### src/rtl/adc_gate_pkg.sv
// adc_gate_pkg
// Shared definitions for the ADC capture gate: default widths, the gate
// FSM state encoding and the all-zero beat driven outside a gate window.
package adc_gate_pkg;

  localparam int DATA_W_DEF = 128;  // 8 samples x 16 bit per beat
  localparam int CNT_W_DEF  = 16;   // delay / length / capture counters

  typedef enum logic [1:0] {
    IDLE  = 2'd0,
    DELAY = 2'd1,
    GATE  = 2'd2
  } gate_state_e;

  localparam logic [DATA_W_DEF-1:0] ZERO_BEAT = '0;

endpackage : adc_gate_pkg

### src/rtl/capture_edge_sync.sv
// capture_edge_sync
// Brings an asynchronous level into the clock domain through two flops and
// emits a one-cycle pulse on its rising edge.
//
// Ports:
//   clk_i    - sampling clock
//   rst_ni   - asynchronous active-low reset
//   async_i  - asynchronous level input
//   pulse_o  - one-cycle pulse on a synchronized 0->1 transition
module capture_edge_sync (
  input  logic clk_i,
  input  logic rst_ni,
  input  logic async_i,
  output logic pulse_o
);

  logic       meta_q;
  logic       sync_q;
  logic       sync_dly_q;
  // Shifts in ones after reset; the edge detector is only armed once
  // sync_dly_q holds a genuine post-reset sample, so a level that is
  // already high when reset releases never looks like a rising edge.
  logic [2:0] armed_q;

  always_ff @(posedge clk_i or negedge rst_ni) begin
    if (!rst_ni) begin
      meta_q     <= 1'b0;
      sync_q     <= 1'b0;
      sync_dly_q <= 1'b0;
      armed_q    <= 3'b000;
    end else begin
      meta_q     <= async_i;
      sync_q     <= meta_q;
      sync_dly_q <= sync_q;
      armed_q    <= {armed_q[1:0], 1'b1};
    end
  end

  assign pulse_o = sync_q & ~sync_dly_q & armed_q[2];

endmodule : capture_edge_sync

### src/rtl/adc_capture_gate.sv
// adc_capture_gate
// Opens a timed window on two free-running ADC beat streams. A rising edge
// on capture_i (synchronized internally) starts a sequence: wait delay_i
// cycles, then pass length_i beats of each channel; outside the window the
// outputs carry zero beats. The output streams are valid every cycle.
//
// Ports:
//   aclk, aresetn               - clock, asynchronous active-low reset
//   capture_i                   - asynchronous capture request (rising edge)
//   delay_i, length_i           - window delay / length, latched on the edge
//   adcN_tdata/tvalid/tready    - ADC input streams (tvalid ignored)
//   gateN_tdata/tvalid/tready   - gated output streams (tready ignored)
//   busy_o                      - sequence in progress (DELAY or GATE)
//   capture_count_o             - completed windows, wraps modulo 2^CNT_W
module adc_capture_gate
  import adc_gate_pkg::*;
#(
  parameter int DATA_W = DATA_W_DEF,
  parameter int CNT_W  = CNT_W_DEF
) (
  input  logic              aclk,
  input  logic              aresetn,
  input  logic              capture_i,
  input  logic [CNT_W-1:0]  delay_i,
  input  logic [CNT_W-1:0]  length_i,
  input  logic [DATA_W-1:0] adc0_tdata,
  input  logic              adc0_tvalid,
  output logic              adc0_tready,
  input  logic [DATA_W-1:0] adc1_tdata,
  input  logic              adc1_tvalid,
  output logic              adc1_tready,
  output logic [DATA_W-1:0] gate0_tdata,
  output logic              gate0_tvalid,
  input  logic              gate0_tready,
  output logic [DATA_W-1:0] gate1_tdata,
  output logic              gate1_tvalid,
  input  logic              gate1_tready,
  output logic              busy_o,
  output logic [CNT_W-1:0]  capture_count_o
);

  localparam logic [CNT_W-1:0] CNT_ONE = CNT_W'(1);

  gate_state_e       state_q, state_d;
  logic [CNT_W-1:0]  cnt_q, cnt_d;
  logic [CNT_W-1:0]  len_q, len_d;
  logic [CNT_W-1:0]  count_q, count_d;
  logic [DATA_W-1:0] gate0_q, gate1_q;
  logic              run_q;
  logic              edge_pulse;

  // The streams are free-running: upstream valid and downstream ready carry
  // no information for this block.
  logic unused_handshake;
  assign unused_handshake = ^{adc0_tvalid, adc1_tvalid, gate0_tready, gate1_tready};

  capture_edge_sync u_edge (
    .clk_i   (aclk),
    .rst_ni  (aresetn),
    .async_i (capture_i),
    .pulse_o (edge_pulse)
  );

  // Reset release is taken on a clock edge: stream handshakes rise on the
  // first cycle after aresetn deasserts.
  always_ff @(posedge aclk or negedge aresetn) begin
    if (!aresetn) run_q <= 1'b0;
    else          run_q <= 1'b1;
  end

  always_comb begin
    state_d = state_q;
    cnt_d   = cnt_q;
    len_d   = len_q;
    count_d = count_q;
    unique case (state_q)
      IDLE: begin
        if (edge_pulse) begin
          len_d = length_i;
          // A zero-length request is accepted and discarded.
          if (length_i != '0) begin
            if (delay_i == '0) begin
              state_d = GATE;
              cnt_d   = length_i;
            end else begin
              state_d = DELAY;
              cnt_d   = delay_i;
            end
          end
        end
      end
      DELAY: begin
        if (cnt_q == CNT_ONE) begin
          state_d = GATE;
          cnt_d   = len_q;
        end else begin
          cnt_d = cnt_q - CNT_ONE;
        end
      end
      GATE: begin
        if (cnt_q == CNT_ONE) begin
          state_d = IDLE;
          cnt_d   = '0;
          count_d = count_q + CNT_ONE;
        end else begin
          cnt_d = cnt_q - CNT_ONE;
        end
      end
      default: begin
        state_d = IDLE;
        cnt_d   = '0;
      end
    endcase
  end

  always_ff @(posedge aclk or negedge aresetn) begin
    if (!aresetn) begin
      state_q <= IDLE;
      cnt_q   <= '0;
      len_q   <= '0;
      count_q <= '0;
    end else begin
      state_q <= state_d;
      cnt_q   <= cnt_d;
      len_q   <= len_d;
      count_q <= count_d;
    end
  end

  // Output register: a beat is forwarded when it was presented during a
  // GATE cycle, otherwise a zero beat goes out.
  always_ff @(posedge aclk or negedge aresetn) begin
    if (!aresetn) begin
      gate0_q <= '0;
      gate1_q <= '0;
    end else if (state_q == GATE) begin
      gate0_q <= adc0_tdata;
      gate1_q <= adc1_tdata;
    end else begin
      gate0_q <= '0;
      gate1_q <= '0;
    end
  end

  assign gate0_tdata     = gate0_q;
  assign gate1_tdata     = gate1_q;
  assign gate0_tvalid    = run_q;
  assign gate1_tvalid    = run_q;
  assign adc0_tready     = run_q;
  assign adc1_tready     = run_q;
  assign busy_o          = (state_q != IDLE);
  assign capture_count_o = count_q;

endmodule : adc_capture_gate

### config.mk
export PLATFORM = sky130hd
export DESIGN_NAME = adc_capture_gate
export DESIGN_NICKNAME = d
export VERILOG_FILES = /design/src/rtl/adc_gate_pkg.sv /design/src/rtl/capture_edge_sync.sv /design/src/rtl/adc_capture_gate.sv
export SDC_FILE = /design/constraint.sdc
export NUM_CORES = 1
export LEC_CHECK = 0
export CAP_MARGIN = 20
export CORE_AREA = 2 2 222 224
export DETAILED_ROUTE_END_ITERATION = 10
export DIE_AREA = 0 0 224 226
export PLACE_DENSITY = 0.58
export SLEW_MARGIN = 20
export SYNTH_ARGS = -nofsm -noshare
export SYNTH_HDL_FRONTEND = slang
export SYNTH_SLANG_ARGS = --single-unit
### constraint.sdc
create_clock -name aclk -period 2.6 [get_ports aclk]
set_input_delay 0.39 -clock aclk [delete_from_list [all_inputs] [get_ports aclk]]
set_output_delay 0.39 -clock aclk [all_outputs]
set_load 0.005 [all_outputs]
# Word level (Yosys, flattened, before mapping)

Cells that the tools add are included.
W data, S select, Z words.

Add/sub/neg operators: 2
Eq/ne operators: 7
Muxes and demuxes: 14
Bitwise logic cells: 3
Reductions and logical operators: 8

Operators with widths:

| operator                | number |
|---|---|
| $mux W128               | 2 |
| $mux W16                | 5 |
| $pmux W16 S3            | 1 |
| $add A16 B1 Y16 const B | 1 |
| $eq A16 B1 Y1 const B   | 1 |
| $logic_not A16 Y1       | 1 |
| $reduce_bool A16 Y1     | 1 |
| $sub A16 B1 Y16 const B | 1 |
| $mux W2                 | 5 |
| $ne A2 B2 Y1 const B    | 4 |
| $pmux W2 S3             | 1 |
| $reduce_and A2 Y1       | 3 |
| $reduce_and A4 Y1       | 1 |
| $and A1 B1 Y1           | 2 |
| $eq A2 B1 Y1 const B    | 1 |
| $eq A2 B2 Y1 const B    | 1 |
| $logic_not A2 Y1        | 1 |
| $reduce_bool A2 Y1      | 1 |
| $not A1 Y1              | 1 |

Bits in registers: 313
Input port bits: 295
Output and inout bits: 277
Logic and storage cells: 45

# Longest topological paths before layout

Word-level depth: 5
Gate-level depth with buffers: 8
Gate-level depth less buffers: 8

# Modules after synthesis

Synthesis repeated with hierarchy kept, for this count alone.

Cell total of the unflattened synthesis: 866
Area total of the unflattened synthesis: 11240.8 µm²

By module, submodules not included:

| module            | times used | cells an instance | area each (µm²) | sequential area each (µm²) |
|---|---|---|---|---|
| adc_capture_gate  | 1          | 858               | 11078.1         | 7682.4 |
| capture_edge_sync | 1          | 8                 | 162.7           | 150.1 |

# Worst setup path after synthesis

Ideal clock, no wire load.

Path kind: register to register
Start: reg cnt_q[1]
End: reg cnt_q[2]
Setup time: 0.129 ns
Arrival time: 1.924 ns
Data required time: 2.471 ns
Path slack: 0.548 ns
Stages on the path, launching flop included: 9
Buffers on the path: 1
Clock period less this slack: 2.052 ns
Cell sequence: dfrtp_1 -> inv_1 -> ha_1 -> or3b_2 -> o22ai_4 -> buf_4 -> o21bai_1 -> a221oi_2 -> o21ai_1

Longest elaborated chain between the ends: 3
Elaborated cells on any way between the ends: 5
Those cells by class: add/sub (1); eq/ne (1); mux (3)

Ends and longest elaborated chain:

| what                                                    | RTL line                                        | source |
|---|---|---|
| start, declared                                         | adc_capture_gate.sv:45                          | `logic [CNT_W-1:0] cnt_q, cnt_d;` |
| start signal, assigned                                  | adc_capture_gate.sv:124                         | `cnt_q <= cnt_d;` |
| $sub A16 B1 Y16 / $eq A16 B1 Y1 (equally long branches) | -                                               |  |
| $mux W16 (on tied branches)                             | adc_capture_gate.sv:101, adc_capture_gate.sv:93 |  |
| $pmux W16 S3 *                                          | adc_capture_gate.sv:76                          | `unique case (state_q)` |

Mark *: on every way between the ends. The rest lies on a longest branch, timed or not.
A chain may end at the register's enable or synchronous reset.

# Worst setup path in the final report

Start: reg state_q[0]
End: out busy_o

Longest elaborated chain between the ends: 1

Ends and longest elaborated chain:

| what                   | RTL line                | source |
|---|---|---|
| start, declared        | adc_capture_gate.sv:44  | `gate_state_e state_q, state_d;` |
| start signal, assigned | adc_capture_gate.sv:123 | `state_q <= state_d;` |
| $reduce_bool A2 Y1     | adc_capture_gate.sv:151 | `assign busy_o = (state_q != IDLE);` |
| end, declared          | adc_capture_gate.sv:38  | `output logic busy_o,` |

No other way between the ends.

==> impl_results.md <==
* WHS Endpoint: u_edge.meta_q
* Clock root cell: clkbuf_16
* Ys async rst share at 100%
* Synth Area in Adders at less than 1%
* Seq cells post-synth at between 300 and 400
* EDFF count, synth at 0
* Area Growth Syn to Fin at 69.9%
* Total net switching power at ~2.5 mW
* Synth Area per Inst at 13.2 sq um
* Comb power frac at just under 8%
* Sequential share of power at approximately 46%
* R2r startpoint: cnt_q[1]
* Worst-Margin Slew at slightly below 800 ps
* Ys flop type: dfrtp_1
* Maximum vdd drop at just under 400 uV
* Clock Latency Late Sink at approximately 540 ps
* Vias per cell at 4.01
* First-pass GRT wire length at ~57 mm
* Initial antenna violation count at 9
* Clock group share of total power at between 40% and 50%
* Post-Syn Area at between 10,000 and 15,000 sq um
* Sink Count at approximately 310
* Pwr Total at roughly 11 mW
* CTS tree: yes
* Minimum hold slack at a little over 300 ps
* Fin crit share at between 90% and 100%
* Initial core utilization at a little under a quarter
* Post-synth top area share at 69.8%
* CTS Buf Count at 38
* Yosys top cell by area: dfrtp_1
* Die Area at 50,600 sq um
* Site row count at 81
* Synth warn at 0
* Number of library cell types mapped by synthesis at between 50 and 60
* Highest Signal Layer: met5
* # IOs at about 570
* Hold wc startpoint: capture_i
* Reg clk slew, reported paths at 50 ps
* Worst EP arrival at around 2000 ps
* Final Hold Vio Count at 0
* Routed Antenna Nets at 0
* Register area share after synthesis at 69.8%
* Setup TNS at 0 ps
* Total grt overflow at 0
* Post-Layout Inst Area at about 19,000 sq um
* Tmin final at 2400 ps
* Max-slew violations at 0
* Synth Net Count at approximately 1,100
* Final net count at ~1,700
* Port bufs at roughly 570
* Placeable Area at around 48,000 sq um
* # Post-CTS Setup Buffers at 0
* Lkg Pwr at 8.46 nW
* Reg2Reg Capture Point: cnt_q[0]
* Metal-1 WL at ~15 mm
* Total wire length at 39.7 mm
* Register-to-register setup slack at 270 ps
* Routed length on met3 at 3.87 mm
* Mux cell area share after synthesis at between 1.5 and 2%
* Clk_skew at approximately 27 ps
* Share of layout cells above drive strength 1 at roughly 8.3%
* Simple-gate share of the synthesized area at 20.2%
* Mapped Cells at between 800 and 900
* H-tree Lvls at 2
* Place WS at about 250 ps
* Setup ws final at 201 ps
* Max Fanout on Critical Path at 11
* Via count at around 8,400
* Drt first-iter violations at 445
* R2R cell count at 7
* Slew margin rel. at 48.5%
* Internal power at roughly 8.6 mW
* Status: completed
* Critical Path RT at approximately 2200 ps
* Crit path capture type: output pin
* Met2 WL at 19.3 mm
* Setup-failing EPs final at 0
* Max_cap viols at 0
* Routability Congestion at about 0.86
* Sw Share at between 20% and 30%
* Hold Crit Class: in2reg
* Dpl hpwl at just over 30 mm
* Fill cell count at 4,602
* Placed cell areas at between 15,000 and 20,000 sq um
* Maximum clock rate at approximately 0.42 GHz
* Clk buf depth at 3
* Vias in the first global route at roughly 8,900
* GRT Total Usage at between 15 and 20%
* Synth top area cells: dfrtp_1, and2_1, mux2_2, a21oi_1, clkbuf_1
* # DRC at 0
* Compound-cell area share of the yosys netlist at 4.29%
* First-pass DRT Iterations at 4
* Pwr dens at approximately 580 nW/um^2
* RSZ-0062 raised after global routing: false
* Die Y at roughly 230 um
* Crit start category: flip-flop
* Critical path type: reg2out
* WHS Path Cells at 1
* Main combinational cell family by area after synthesis: simple AND/OR/NAND/NOR gates
* Average wire per cell in the routed design at approximately 19 um
* DIE WIDTH at 224 um
* Synth Area in XOR/XNOR at ~1.6%
* Pin count of the biggest net entering global routing at roughly 160
## cells in the final DEF, fill, tap and decap left out, types with 3 or more instances in the layout
| cell type | n |
|---|---|
| clkdlybuf4s50_1 | 566 |
| dfrtp_1 | 312 |
| and2_1 | 260 |
| clkbuf_16 | 39 |
| a21oi_1 | 30 |
| nor2_1 | 22 |
| nand2_1 | 22 |
| buf_4 | 22 |
| mux2_2 | 18 |
| xor2_1 | 12 |
| nand3_1 | 11 |
| nor3_1 | 11 |
| inv_1 | 10 |
| nor4_1 | 9 |
| clkbuf_8 | 9 |
| o21ai_1 | 8 |
| xnor2_1 | 8 |
| clkbuf_1 | 8 |
| o21ai_0 | 7 |
| buf_12 | 7 |
| o2bb2ai_1 | 6 |
| diode_2 | 5 |
| nor3_2 | 5 |
| nor2b_1 | 3 |
| o22ai_1 | 3 |
| a221oi_1 | 3 |
| ha_1 | 3 |
| clkinvlp_4 | 3 |
## layer usage
| layer | up-vias | track usage (%) |
|---|---|---|
| met2 | 345 | 25.0 |
| li1 | 3944 | - |
| met5 | - | 0 |
| met4 | 8 | 6.30 |
| met3 | 76 | 7.34 |
| met1 | 4017 | 17.3 |
## state kept, by name (all words and copies together) (netlist names)
register           cells
capture_count_o       16
gate1_tdata          128
u_edge.sync_q          1
u_edge.armed_q         3
cnt_q                 16
state_q                2
u_edge.sync_dly_q      1
len_q                 16
gate0_tdata          128
u_edge.meta_q          1
## Yosys cell counts, types with 9 or more instances
cell type and number:
dfrtp_1 312, and2_1 260, clkbuf_1 35, a21oi_1 30
nand2_1 22, nor2_1 22, mux2_2 18, xor2_1 12
inv_1 11, nand3_1 11, nor3_1 11, nor4_1 9
## worst max-delay path, stage by stage, from the launching register on
cell and delay [ps]:
dfrtp_1 500, nor2_1 330, inv_2 180, clkdlybuf4s50_1 480
## worst max path at each step
stage	end	slack (ps)	startpoint
2_1_floorplan	cnt_q[2]	550	cnt_q[1]
3_3_place_gp	cnt_q[15]	220	length_i[6]
3_5_place_dp	capture_count_o[13]	250	cnt_q[1]
4_1_cts	busy_o	50	state_q[0]
5_1_grt	busy_o	100	state_q[0]
6_report	busy_o	200	state_q[0]
## stage by stage
| step | utilization [%] | std cells |
|---|---|---|
| 2_1_floorplan | - | 847 |
| 3_3_place_gp | 36.8 | 2023 |
| 3_5_place_dp | 36.8 | 2023 |
| 4_1_cts | 39.3 | 2087 |
| 5_1_grt | 39.3 | 2088 |
| 6_report | 39.3 | 2092 |
## power groups by stage
stage | Combinational [mW] | Clock [mW] | Sequential (mW)
floorplan | 0.244 | 0 | 5.10
global placement | 0.870 | 0 | 5.11
detailed placement | 0.882 | 0 | 5.11
CTS | 0.884 | 5.31 | 5.03
global route | 0.962 | 5.53 | 5.04
finish | 0.873 | 5.11 | 5.03
## kinds of logic (layout without fill, tap and decap cells)
logic type | Yosys count | after routing
AOI/OAI and AO/OA | 74 | 74
xor gates and xnor gates | 20 | 20
adders and majority gates | 3 | 3
buffers and inverters | 53 | 671
DFF | 312 | 312
muxes | 18 | 18
other | 1 | 6
and+or+nand+nor | 366 | 366
## layout make-up
class,count,area [sq um],share of cell area (%)
clock buffers,56,1130,5.94
clock inverters,7,71.3,0.375
flip-flops and latches,312,7810,41.1
diodes,5,12.5,0.0658
multi-input cells,482,3170,16.7
well taps,622,778,4.09
repair buffers,597,6000,31.5
inverters,11,41.3,0.217
## timing repair
action,CTS,global route
gates resized for setup,0,2
hold endpoints to repair,70,0
hold buffers,1,0
setup endpoints to repair,0,4
Power figures use the tool's default switching activity.
